`src/rtl/fft_butterfly_cfg_if.sv`:
```
// fft_butterfly_cfg_if: pair-in/pair-out streaming bundle with ready/valid on both sides.
interface fft_butterfly_cfg_if #(
    parameter int DATA_W = 16
);
    logic in_valid, in_ready, mode, scale, sync_clr, out_valid, out_ready;
    logic signed [DATA_W-1:0] up_re, up_im, dn_re, dn_im;
    logic signed [DATA_W-1:0] out0_re, out0_im, out1_re, out1_im;
    modport master (
        output in_valid, up_re, up_im, dn_re, dn_im, mode, scale, sync_clr, out_ready,
        input  in_ready, out_valid, out0_re, out0_im, out1_re, out1_im
    );
    modport slave (
        input  in_valid, up_re, up_im, dn_re, dn_im, mode, scale, sync_clr, out_ready,
        output in_ready, out_valid, out0_re, out0_im, out1_re, out1_im
    );
endinterface

```
`src/rtl/fft_butterfly_cfg.sv`:
```
// fft_butterfly_cfg: 6-stage radix-2 DIF/DIT butterfly with internal twiddle index, optional >>1 and saturation.
module fft_butterfly_cfg #(
    parameter int DATA_W = 16,
    parameter int TW_W = 16,
    parameter int SET = 4
) (
    input logic clk,
    input logic rst_n,
    fft_butterfly_cfg_if.slave bus
);
    localparam int HALF = 2 ** (SET - 1);
    localparam int KW = SET > 1 ? SET - 1 : 1;
    localparam int AW = DATA_W + 1;
    localparam int PW = AW + TW_W;
    localparam int MW = DATA_W + 3;
    localparam int OW = DATA_W + 4;
    localparam logic signed [PW-1:0] RND = PW'(1) <<< (TW_W - 2);
    localparam logic signed [OW-1:0] MAXV = {{(OW-DATA_W+1){1'b0}}, {(DATA_W-1){1'b1}}};
    localparam logic signed [OW-1:0] MINV = ~MAXV;

    function automatic logic signed [TW_W-1:0] tw(input int i, input logic im);
        real ang, amp, v;
        ang = 2.0 * 3.141592653589793 * i / (2.0 ** SET);
        amp = (2.0 ** (TW_W - 1)) - 1.0;
        v = im ? -$sin(ang) * amp : $cos(ang) * amp;
        return TW_W'(v >= 0.0 ? $rtoi(v + 0.5) : -$rtoi(0.5 - v));
    endfunction

    function automatic logic signed [DATA_W-1:0] sat(input logic signed [OW-1:0] x, input logic sc);
        logic signed [OW-1:0] y;
        y = sc ? x >>> 1 : x;
        return y > MAXV ? MAXV[DATA_W-1:0] : y < MINV ? MINV[DATA_W-1:0] : y[DATA_W-1:0];
    endfunction

    logic signed [TW_W-1:0] rom_re [HALF];
    logic signed [TW_W-1:0] rom_im [HALF];
    for (genvar i = 0; i < HALF; i++) begin : g_rom
        assign rom_re[i] = tw(i, 1'b0);
        assign rom_im[i] = tw(i, 1'b1);
    end

    logic en, acc;
    logic [KW-1:0] k, k_use, k1;
    logic [5:0] vld;
    logic [3:0] md;
    logic [4:0] sc;
    logic signed [DATA_W-1:0] u1_re, u1_im, d1_re, d1_im;
    logic signed [AW-1:0] c2_re, c2_im, a_re, a_im, c3_re, c3_im, c4_re, c4_im;
    logic signed [TW_W-1:0] w_re, w_im;
    logic signed [PW-1:0] p_rr, p_ii, p_ri, p_ir;
    logic signed [MW-1:0] m_re, m_im;
    logic signed [OW-1:0] o0_re, o0_im, o1_re, o1_im;

    assign en = bus.out_ready || !bus.out_valid;
    assign bus.in_ready = en;
    assign bus.out_valid = vld[5];
    assign acc = bus.in_valid && en;
    assign k_use = bus.sync_clr ? '0 : k;

    always_ff @(posedge clk) begin
        if (!rst_n) begin
            k <= '0;
            vld <= '0;
            bus.out0_re <= '0;
            bus.out0_im <= '0;
            bus.out1_re <= '0;
            bus.out1_im <= '0;
        end else begin
            if (acc) k <= (k_use == KW'(HALF - 1)) ? '0 : k_use + KW'(1);
            else if (bus.sync_clr) k <= '0;
            if (en) begin
                vld <= {vld[4:0], acc};
                bus.out0_re <= sat(o0_re, sc[4]);
                bus.out0_im <= sat(o0_im, sc[4]);
                bus.out1_re <= sat(o1_re, sc[4]);
                bus.out1_im <= sat(o1_im, sc[4]);
            end
        end
    end

    // c carries the DIF sum or the DIT upper input; a is the multiplicand
    always_ff @(posedge clk) begin
        if (en) begin
            u1_re <= bus.up_re;
            u1_im <= bus.up_im;
            d1_re <= bus.dn_re;
            d1_im <= bus.dn_im;
            k1 <= k_use;
            md <= {md[2:0], bus.mode};
            sc <= {sc[3:0], bus.scale};
            w_re <= rom_re[k1];
            w_im <= rom_im[k1];
            c2_re <= md[0] ? AW'(u1_re) : AW'(u1_re) + AW'(d1_re);
            c2_im <= md[0] ? AW'(u1_im) : AW'(u1_im) + AW'(d1_im);
            a_re <= md[0] ? AW'(d1_re) : AW'(u1_re) - AW'(d1_re);
            a_im <= md[0] ? AW'(d1_im) : AW'(u1_im) - AW'(d1_im);
            p_rr <= PW'(a_re) * PW'(w_re);
            p_ii <= PW'(a_im) * PW'(w_im);
            p_ri <= PW'(a_re) * PW'(w_im);
            p_ir <= PW'(a_im) * PW'(w_re);
            c3_re <= c2_re;
            c3_im <= c2_im;
            m_re <= MW'((p_rr - p_ii + RND) >>> (TW_W - 1));
            m_im <= MW'((p_ri + p_ir + RND) >>> (TW_W - 1));
            c4_re <= c3_re;
            c4_im <= c3_im;
            o0_re <= md[3] ? OW'(c4_re) + OW'(m_re) : OW'(c4_re);
            o0_im <= md[3] ? OW'(c4_im) + OW'(m_im) : OW'(c4_im);
            o1_re <= md[3] ? OW'(c4_re) - OW'(m_re) : OW'(m_re);
            o1_im <= md[3] ? OW'(c4_im) - OW'(m_im) : OW'(m_im);
        end
    end
endmodule

```
`src/flat_wrapper.sv`:
```
// flat-port wrapper written by rule: the top's interface ports become plain ports
module fft_butterfly_cfg_flat 
#(
    parameter int DATA_W = 16,
    parameter int TW_W = 16,
    parameter int SET = 4
)
  (clk, rst_n, bus_in_valid, bus_up_re, bus_up_im, bus_dn_re, bus_dn_im, bus_mode, bus_scale, bus_sync_clr, bus_out_ready, bus_in_ready, bus_out_valid, bus_out0_re, bus_out0_im, bus_out1_re, bus_out1_im);
  fft_butterfly_cfg_if #(.DATA_W(DATA_W)) bus_i ();
  input logic clk;
  input logic rst_n;
  input wire logic [$bits(bus_i.in_valid)-1:0] bus_in_valid;
  input wire logic [$bits(bus_i.up_re)-1:0] bus_up_re;
  input wire logic [$bits(bus_i.up_im)-1:0] bus_up_im;
  input wire logic [$bits(bus_i.dn_re)-1:0] bus_dn_re;
  input wire logic [$bits(bus_i.dn_im)-1:0] bus_dn_im;
  input wire logic [$bits(bus_i.mode)-1:0] bus_mode;
  input wire logic [$bits(bus_i.scale)-1:0] bus_scale;
  input wire logic [$bits(bus_i.sync_clr)-1:0] bus_sync_clr;
  input wire logic [$bits(bus_i.out_ready)-1:0] bus_out_ready;
  output wire logic [$bits(bus_i.in_ready)-1:0] bus_in_ready;
  output wire logic [$bits(bus_i.out_valid)-1:0] bus_out_valid;
  output wire logic [$bits(bus_i.out0_re)-1:0] bus_out0_re;
  output wire logic [$bits(bus_i.out0_im)-1:0] bus_out0_im;
  output wire logic [$bits(bus_i.out1_re)-1:0] bus_out1_re;
  output wire logic [$bits(bus_i.out1_im)-1:0] bus_out1_im;
  assign bus_i.in_valid = bus_in_valid;
  assign bus_i.up_re = bus_up_re;
  assign bus_i.up_im = bus_up_im;
  assign bus_i.dn_re = bus_dn_re;
  assign bus_i.dn_im = bus_dn_im;
  assign bus_i.mode = bus_mode;
  assign bus_i.scale = bus_scale;
  assign bus_i.sync_clr = bus_sync_clr;
  assign bus_i.out_ready = bus_out_ready;
  assign bus_in_ready = bus_i.in_ready;
  assign bus_out_valid = bus_i.out_valid;
  assign bus_out0_re = bus_i.out0_re;
  assign bus_out0_im = bus_i.out0_im;
  assign bus_out1_re = bus_i.out1_re;
  assign bus_out1_im = bus_i.out1_im;
  fft_butterfly_cfg #(.DATA_W(DATA_W), .TW_W(TW_W), .SET(SET)) u_core (.clk(clk), .rst_n(rst_n), .bus(bus_i));
endmodule
```
`config.mk`:
```
export PLATFORM = sky130hd
export DESIGN_NAME = fft_butterfly_cfg_flat
export DESIGN_NICKNAME = d
export VERILOG_FILES = /design/src/rtl/fft_butterfly_cfg_if.sv /design/src/rtl/fft_butterfly_cfg.sv /design/src/flat_wrapper.sv
export SDC_FILE = /design/constraint.sdc
export NUM_CORES = 2
export LEC_CHECK = 0
export ABC_AREA = 0
export BUFFER_PORTS_ARGS = -buffer_cell sky130_fd_sc_hd__buf_2
export CAP_MARGIN = 25
export CORE_MARGIN = 4
export CORE_UTILIZATION = 57
export CTS_CLUSTER_SIZE = 20
export DETAILED_ROUTE_END_ITERATION = 10
export HOLD_SLACK_MARGIN = 0.02
export PLACE_DENSITY = 0.79
export SYNTH_ARGS = -nofsm -noshare
export SYNTH_HDL_FRONTEND = slang
export SYNTH_SLANG_ARGS = --single-unit
```
`constraint.sdc`:
```
create_clock -name clk -period 17.8 [get_ports clk]
set_input_delay 0.89 -clock clk [delete_from_list [all_inputs] [get_ports clk]]
set_output_delay 0.89 -clock clk [all_outputs]
set_load 0.01 [all_outputs]
```
# After elaboration in Yosys (flattened, before gate mapping)
# Memory sizes are Yosys's and may differ from the RTL's. A register that Yosys moved wholly into a read port is not among the register bits.
# Index checks and enable logic that the tools add are counted.
[word_totals] reg_bits=533 mem_bits_ro=256 mem_count=2 input_bits=71 out_inout_bits=66
[memory_table] memory="(name not given)" depth=8 word_bits=16 read_ports=1 rd_ports_with_merged_regs=1 write_ports=0 line_no="fft_butterfly_cfg.sv:92" rtl="w_im <= rom_im[k1];"
[memory_table] memory="(name not given)" depth=8 word_bits=16 read_ports=1 rd_ports_with_merged_regs=1 write_ports=0 line_no="fft_butterfly_cfg.sv:91" rtl="w_re <= rom_re[k1];"
[op_classes] n_reduce_logical=3 bitwise_logic=1 add_sub_neg=13 multipliers=4 n_eq_ne=1 muxes=23 order_cmp=8
[op_table] op="17-bit by 16-bit multiplier with 33-bit output" n=4
[op_table] op="16-bit two-way mux" n=8
[op_table] op="20-bit by 16-bit > comparator with 1-bit output (second input constant)" n=4
[op_table] op="20-bit by 16-bit less-than comparator with 1-bit output (second input constant)" n=4
[op_table] op="20-bit two-way mux" n=4
[op_table] op="19-bit two-way mux" n=4
[op_table] op="17-bit two-way mux" n=4
[op_table] op="33-bit by 16-bit adder with 33-bit output (second input constant)" n=2
[op_table] op="17-bit by 18-bit adder with 19-bit output" n=2
[op_table] op="17-bit by 18-bit subtractor with 19-bit output" n=2
[op_table] op="16-bit by 16-bit adder with 17-bit output" n=2
[op_table] op="16-bit by 16-bit subtractor with 17-bit output" n=2
[op_table] op="33-bit adder" n=1
[op_table] op="33-bit subtractor" n=1
[op_table] op="3-bit two-way mux" n=3
[op_table] op="3-bit inverter with 4-bit output" n=1
[op_table] op="3-bit by 1-bit adder with 3-bit output (second input constant)" n=1
[op_table] op="3-bit equality test (second input constant)" n=1
[op_table] op="1-bit logical AND" n=1
[op_table] op="1-bit zero test" n=1
[op_table] op="1-bit logical OR" n=1

# Depth between registers and ports, before layout
[logic_depth] depth_word=4 ltp_mapped=26 ltp_nobuf=24

# Worst setup path after synthesis
# No wires, ideal clock.
[synth_timing] kind="input port to flip-flop" startpoint="input bus_out_ready" endpoint="register u_core.a_im[0], enable pin" t_arrival_ps=14328 cell_stages=4 setup_slack_ps=2442 required_time_ps=16770 path_buffers=2 path_cell_list="nor2b_1 -> inv_1 -> clkbuf_1 -> clkbuf_1"
[synth_between] elab_chain_len=1
[synth_lines] element="from (decl)" line_no="flat_wrapper.sv:20" rtl="input wire logic [$bits(bus_i.out_ready)-1:0] bus_out_ready;"
[synth_lines] element="1-bit logical OR" line_no="fft_butterfly_cfg.sv:54" rtl="assign en = bus.out_ready || !bus.out_valid;"
[synth_lines] element="via bus_in_ready" line_no="flat_wrapper.sv:21" rtl="output wire logic [$bits(bus_i.in_ready)-1:0] bus_in_ready;"
[synth_lines] element="to (signal assigned)" line_no="fft_butterfly_cfg.sv:96" rtl="a_im <= md[0] ? AW'(d1_im) : AW'(u1_im) - AW'(d1_im);"
[synth_lines] element="to (decl)" line_no="fft_butterfly_cfg.sv:48" rtl="logic signed [AW-1:0] c2_re, c2_im, a_re, a_im, c3_re, c3_im, c4_re, c4_im;"
# The timed path passes the listed nets, and every way through them passes these cells.
# A chain may end at the register's enable or synchronous reset.

# Worst setup path after layout
[layout_timing] startpoint="register u_core.w_re[15]" endpoint="register u_core.p_rr[31], data pin"
[layout_between] elab_chain_len=1
[layout_lines] element="from (decl)" line_no="fft_butterfly_cfg.sv:49" rtl="logic signed [TW_W-1:0] w_re, w_im;"
[layout_lines] element="17-bit by 16-bit multiplier with 33-bit output" line_no="fft_butterfly_cfg.sv:97" rtl="p_rr <= PW'(a_re) * PW'(w_re);"
[layout_lines] element="to (signal assigned)" line_no="fft_butterfly_cfg.sv:97"
[layout_lines] element="to (decl)" line_no="fft_butterfly_cfg.sv:50" rtl="logic signed [PW-1:0] p_rr, p_ii, p_ri, p_ir;"
# Every way passes these cells.

==> results.toml <==
[synthesis]
synth_compound_area_share_pct = 8.277
syn_area_per_cell_sq_um = 10.25
ys_seq_area_share_pct = 23.75
synth_top_flop_cell = "edfxtp_1"
yosysWarnings = 0
synth-edff-count = 476
synth_xor_area_share_pct = 3.564
yosys_register_bits = 549
synth_nets = 8239
synthArstFlopShare_pct = 0
syn_inst = 6476
synth_top_family_by_area = "adder cells"
ys_types = 78
synthAdderAreaFrac_pct = 43.88
syn_area_sq_um = 66350
synth_mux_area_share_pct = 1.156
yosys.area_share.simple_pct = 9.968

[cts]
clock_latency_ns = 0.66
clock_sinks = 549
root_buffer = "clkbuf_16"
ctsHoldBuffers = 0
numCtsBuffers = 66
clkSlewWorstSetupHoldPaths_ns = 0.07
cts_setup_buffers = 0
cts_buffer_depth = 3
htree_levels = 3
cts_resized = 0
cts_tree = "done"

[route]
drtPass1Iterations = 6
drtAntennaViolNets = 0
drt-total-wl_mm = 160.7
drt_iter0_markers = 3473
num_vias = 45250
drc = 0
via_per_inst = 5.604
wire_per_inst_um = 19.90

[die]
fp.dieW_um = 349.2
initial_core_util_pct = 57.71
num_rows = 124
die-area_sq_um = 121900
die_h_um = 349.2
coreArea_sq_um = 115000
io_pins = 137

[cells_and_area]
final_util_pct = 61.60
multiInputGateArea_sq_um = 44350
regArea_sq_um = 15760
nets = 8265
nFillCells = 9175
area_growth_pct = 6.738
drive_gt1_share_pct = 5.872

[timing]
skew_ns = 0.03047
setup_slack_ns = 10.35
setup_tns_ns = 0
grt_setup_unrepaired = "false"
finalSetupViolCount = 0
final.min_clock_period_ns = 7.447
post-route-period-util_pct = 41.83
fmax_mhz = 134.3
slew_headroom_pct = 28.21
worstMarginPinSlew_ns = 1.077
hold_violations = 0
drv_slew = 0

[worst_setup_path]
endpoint_kind = "flip-flop"
crit_arrival_ns = 7.85
reg2regPathDepth = 24
cp-endpoint = "u_core.p_rr[31]"
crit_path_cell_trace = "buf_4 -> inv_1 -> nor2_1 -> fa_1 -> inv_1 -> fa_1 -> inv_1 -> fa_1 -> fa_1 -> fa_1 -> inv_1 -> fa_1 -> inv_1 -> ha_1 -> a21oi_1 -> o311a_1 -> o21bai_1 -> a221o_1 -> a221oi_2 -> o21ai_1 -> o41a_1 -> a211o_1 -> a21oi_2 -> xnor2_1"
r2r_slack_ns = 10.35
cp_max_fo = 25
start_kind = "flip-flop"
r2r-end = "u_core.p_rr[31]"
path_class = "flip-flop to flip-flop"
worstPathRequired_ns = 18.20
worst_path_most_repeated_cell = "fa_1"
crit_path_top_delay_cell = "inv_1"
cpPeakStageDelay_ns = 0.67
regToRegStartpoint = "u_core.w_re[15]"
startpoint = "u_core.w_re[15]"

[global_routing]
grt_pass1_vias = 47620
grt_max_degree = 172
antenna_found_initial = 18
grtUsageTotal_pct = 27.11
grt.overflow.total = 0
grt_pass1_wl_mm = 258.1

[placed_design]
io_buffers = 136
hpwlAfterDp_mm = 130.7
pre_cts_slack_ns = 10.47
gp_congestion = 0.9552

[min_path]
hp-class = "flip-flop to flip-flop"

[run]
drv_cap = 0

[outcome]
outcome = "completed"
## kinds of logic (layout without fill, tap and decap cells)
group,Yosys count,count (layout)
adders and majority gates,1693,1693
xor gates and xnor gates,270,270
DFF,549,549
muxes,76,76
AOI/OAI and AO/OA,829,829
and+or+nand+nor,1396,1396
buffers and inverters,1663,1743
other,0,6
## how the worst min path moves through the flow
stage	startpoint	endpoint	slack [ns]	cells after the start
2_1_floorplan	u_core.c2_im[0]	u_core.c3_im[0]	0.40	0
3_3_place_gp	u_core.c2_re[13]	u_core.c3_re[13]	0.40	0
3_5_place_dp	u_core.c2_im[2]	u_core.c3_im[2]	0.40	0
4_1_cts	bus_scale	u_core.sc[0]	0.36	1
5_1_grt	bus_scale	u_core.sc[0]	0.38	1
6_report	u_core.c3_re[16]	u_core.c4_re[16]	0.39	0
## flip-flops by register name, indices dropped and copies added, names as in the netlist, 18 cells and up
signal,count
u_core.o0_re,19
u_core.m_im,18
u_core.p_ir,33
u_core.p_rr,33
u_core.p_ri,33
u_core.o1_re,19
u_core.o1_im,19
u_core.p_ii,33
u_core.o0_im,19
u_core.m_re,18
## layout make-up
| class | instances | area share, % |
|---|---|---|
| diodes | 6 | 0.02120 |
| clock buffers | 77 | 2.461 |
| clock inverters | 45 | 0.7986 |
| inverters | 1431 | 7.595 |
| multi-input cells | 4264 | 62.63 |
| flip-flops and latches | 549 | 22.25 |
| well taps | 1512 | 2.671 |
| repair buffers | 190 | 1.579 |
## synthesized netlist by cell type, types with 71 or more instances
cell         n  area share [%]
a21o_1      72            0.81
a21oi_1    248             1.9
and2_1     254             2.4
clkbuf_1   214             1.2
dfxtp_1     73             2.2
edfxtp_1   476              22
fa_1      1057              32
ha_1       635              12
inv_1     1430             8.1
mux2i_1     71             1.1
nand2_1    557             3.2
nand2b_1    82            0.77
nor2_1     249             1.4
o21ai_0    115            0.87
xnor2_1    210             2.8
## layout by cell type (no fill, tap or decap), types with 65 or more instances in the layout
cell,netlist,routed
a21o_1,72,72
a21oi_1,248,248
and2_1,254,254
buf_2,0,136
clkbuf_16,0,66
dfxtp_1,73,73
edfxtp_1,476,476
fa_1,1057,1057
ha_1,635,635
inv_1,1430,1429
mux2i_1,71,71
nand2_1,557,557
nand2b_1,82,82
nor2_1,249,249
nor3_1,66,66
o21ai_0,115,115
o21ai_1,65,65
xnor2_1,210,210
## stage by stage
stage | instance area (sq um) | hold WS (ns) | cells
after floorplan | 66350 | 0.4003 | 6476
after global placement | 68450 | 0.4010 | 7942
after detailed placement | 68470 | 0.4045 | 7943
after CTS | 70780 | 0.3631 | 8065
after global routing | 70810 | 0.3803 | 8069
final | 70820 | 0.3950 | 8074
## per-layer routing
layer	up-vias	track usage, %	share of wire [%]
li1	20630	-	-
met1	22610	36.80	41
met2	1657	44.44	47
met3	355	4.372	7.7
met4	2	9.976	4.2
met5	-	0	0.0081
## worst max-delay path: cells and delay by family, from the launching register on
kind                       cells  cell delay, ns
adders and majority gates      7            3.21
buffers and inverters          6            1.10
DFF                            1            0.35
AOI/OAI and AO/OA              9            2.27
xor gates and xnor gates       1            0.07
and+or+nand+nor                1            0.15
Power is left out: the tool's default activity adds up to more than one toggle a clock period on the data nets, which glitch-free logic cannot reach.
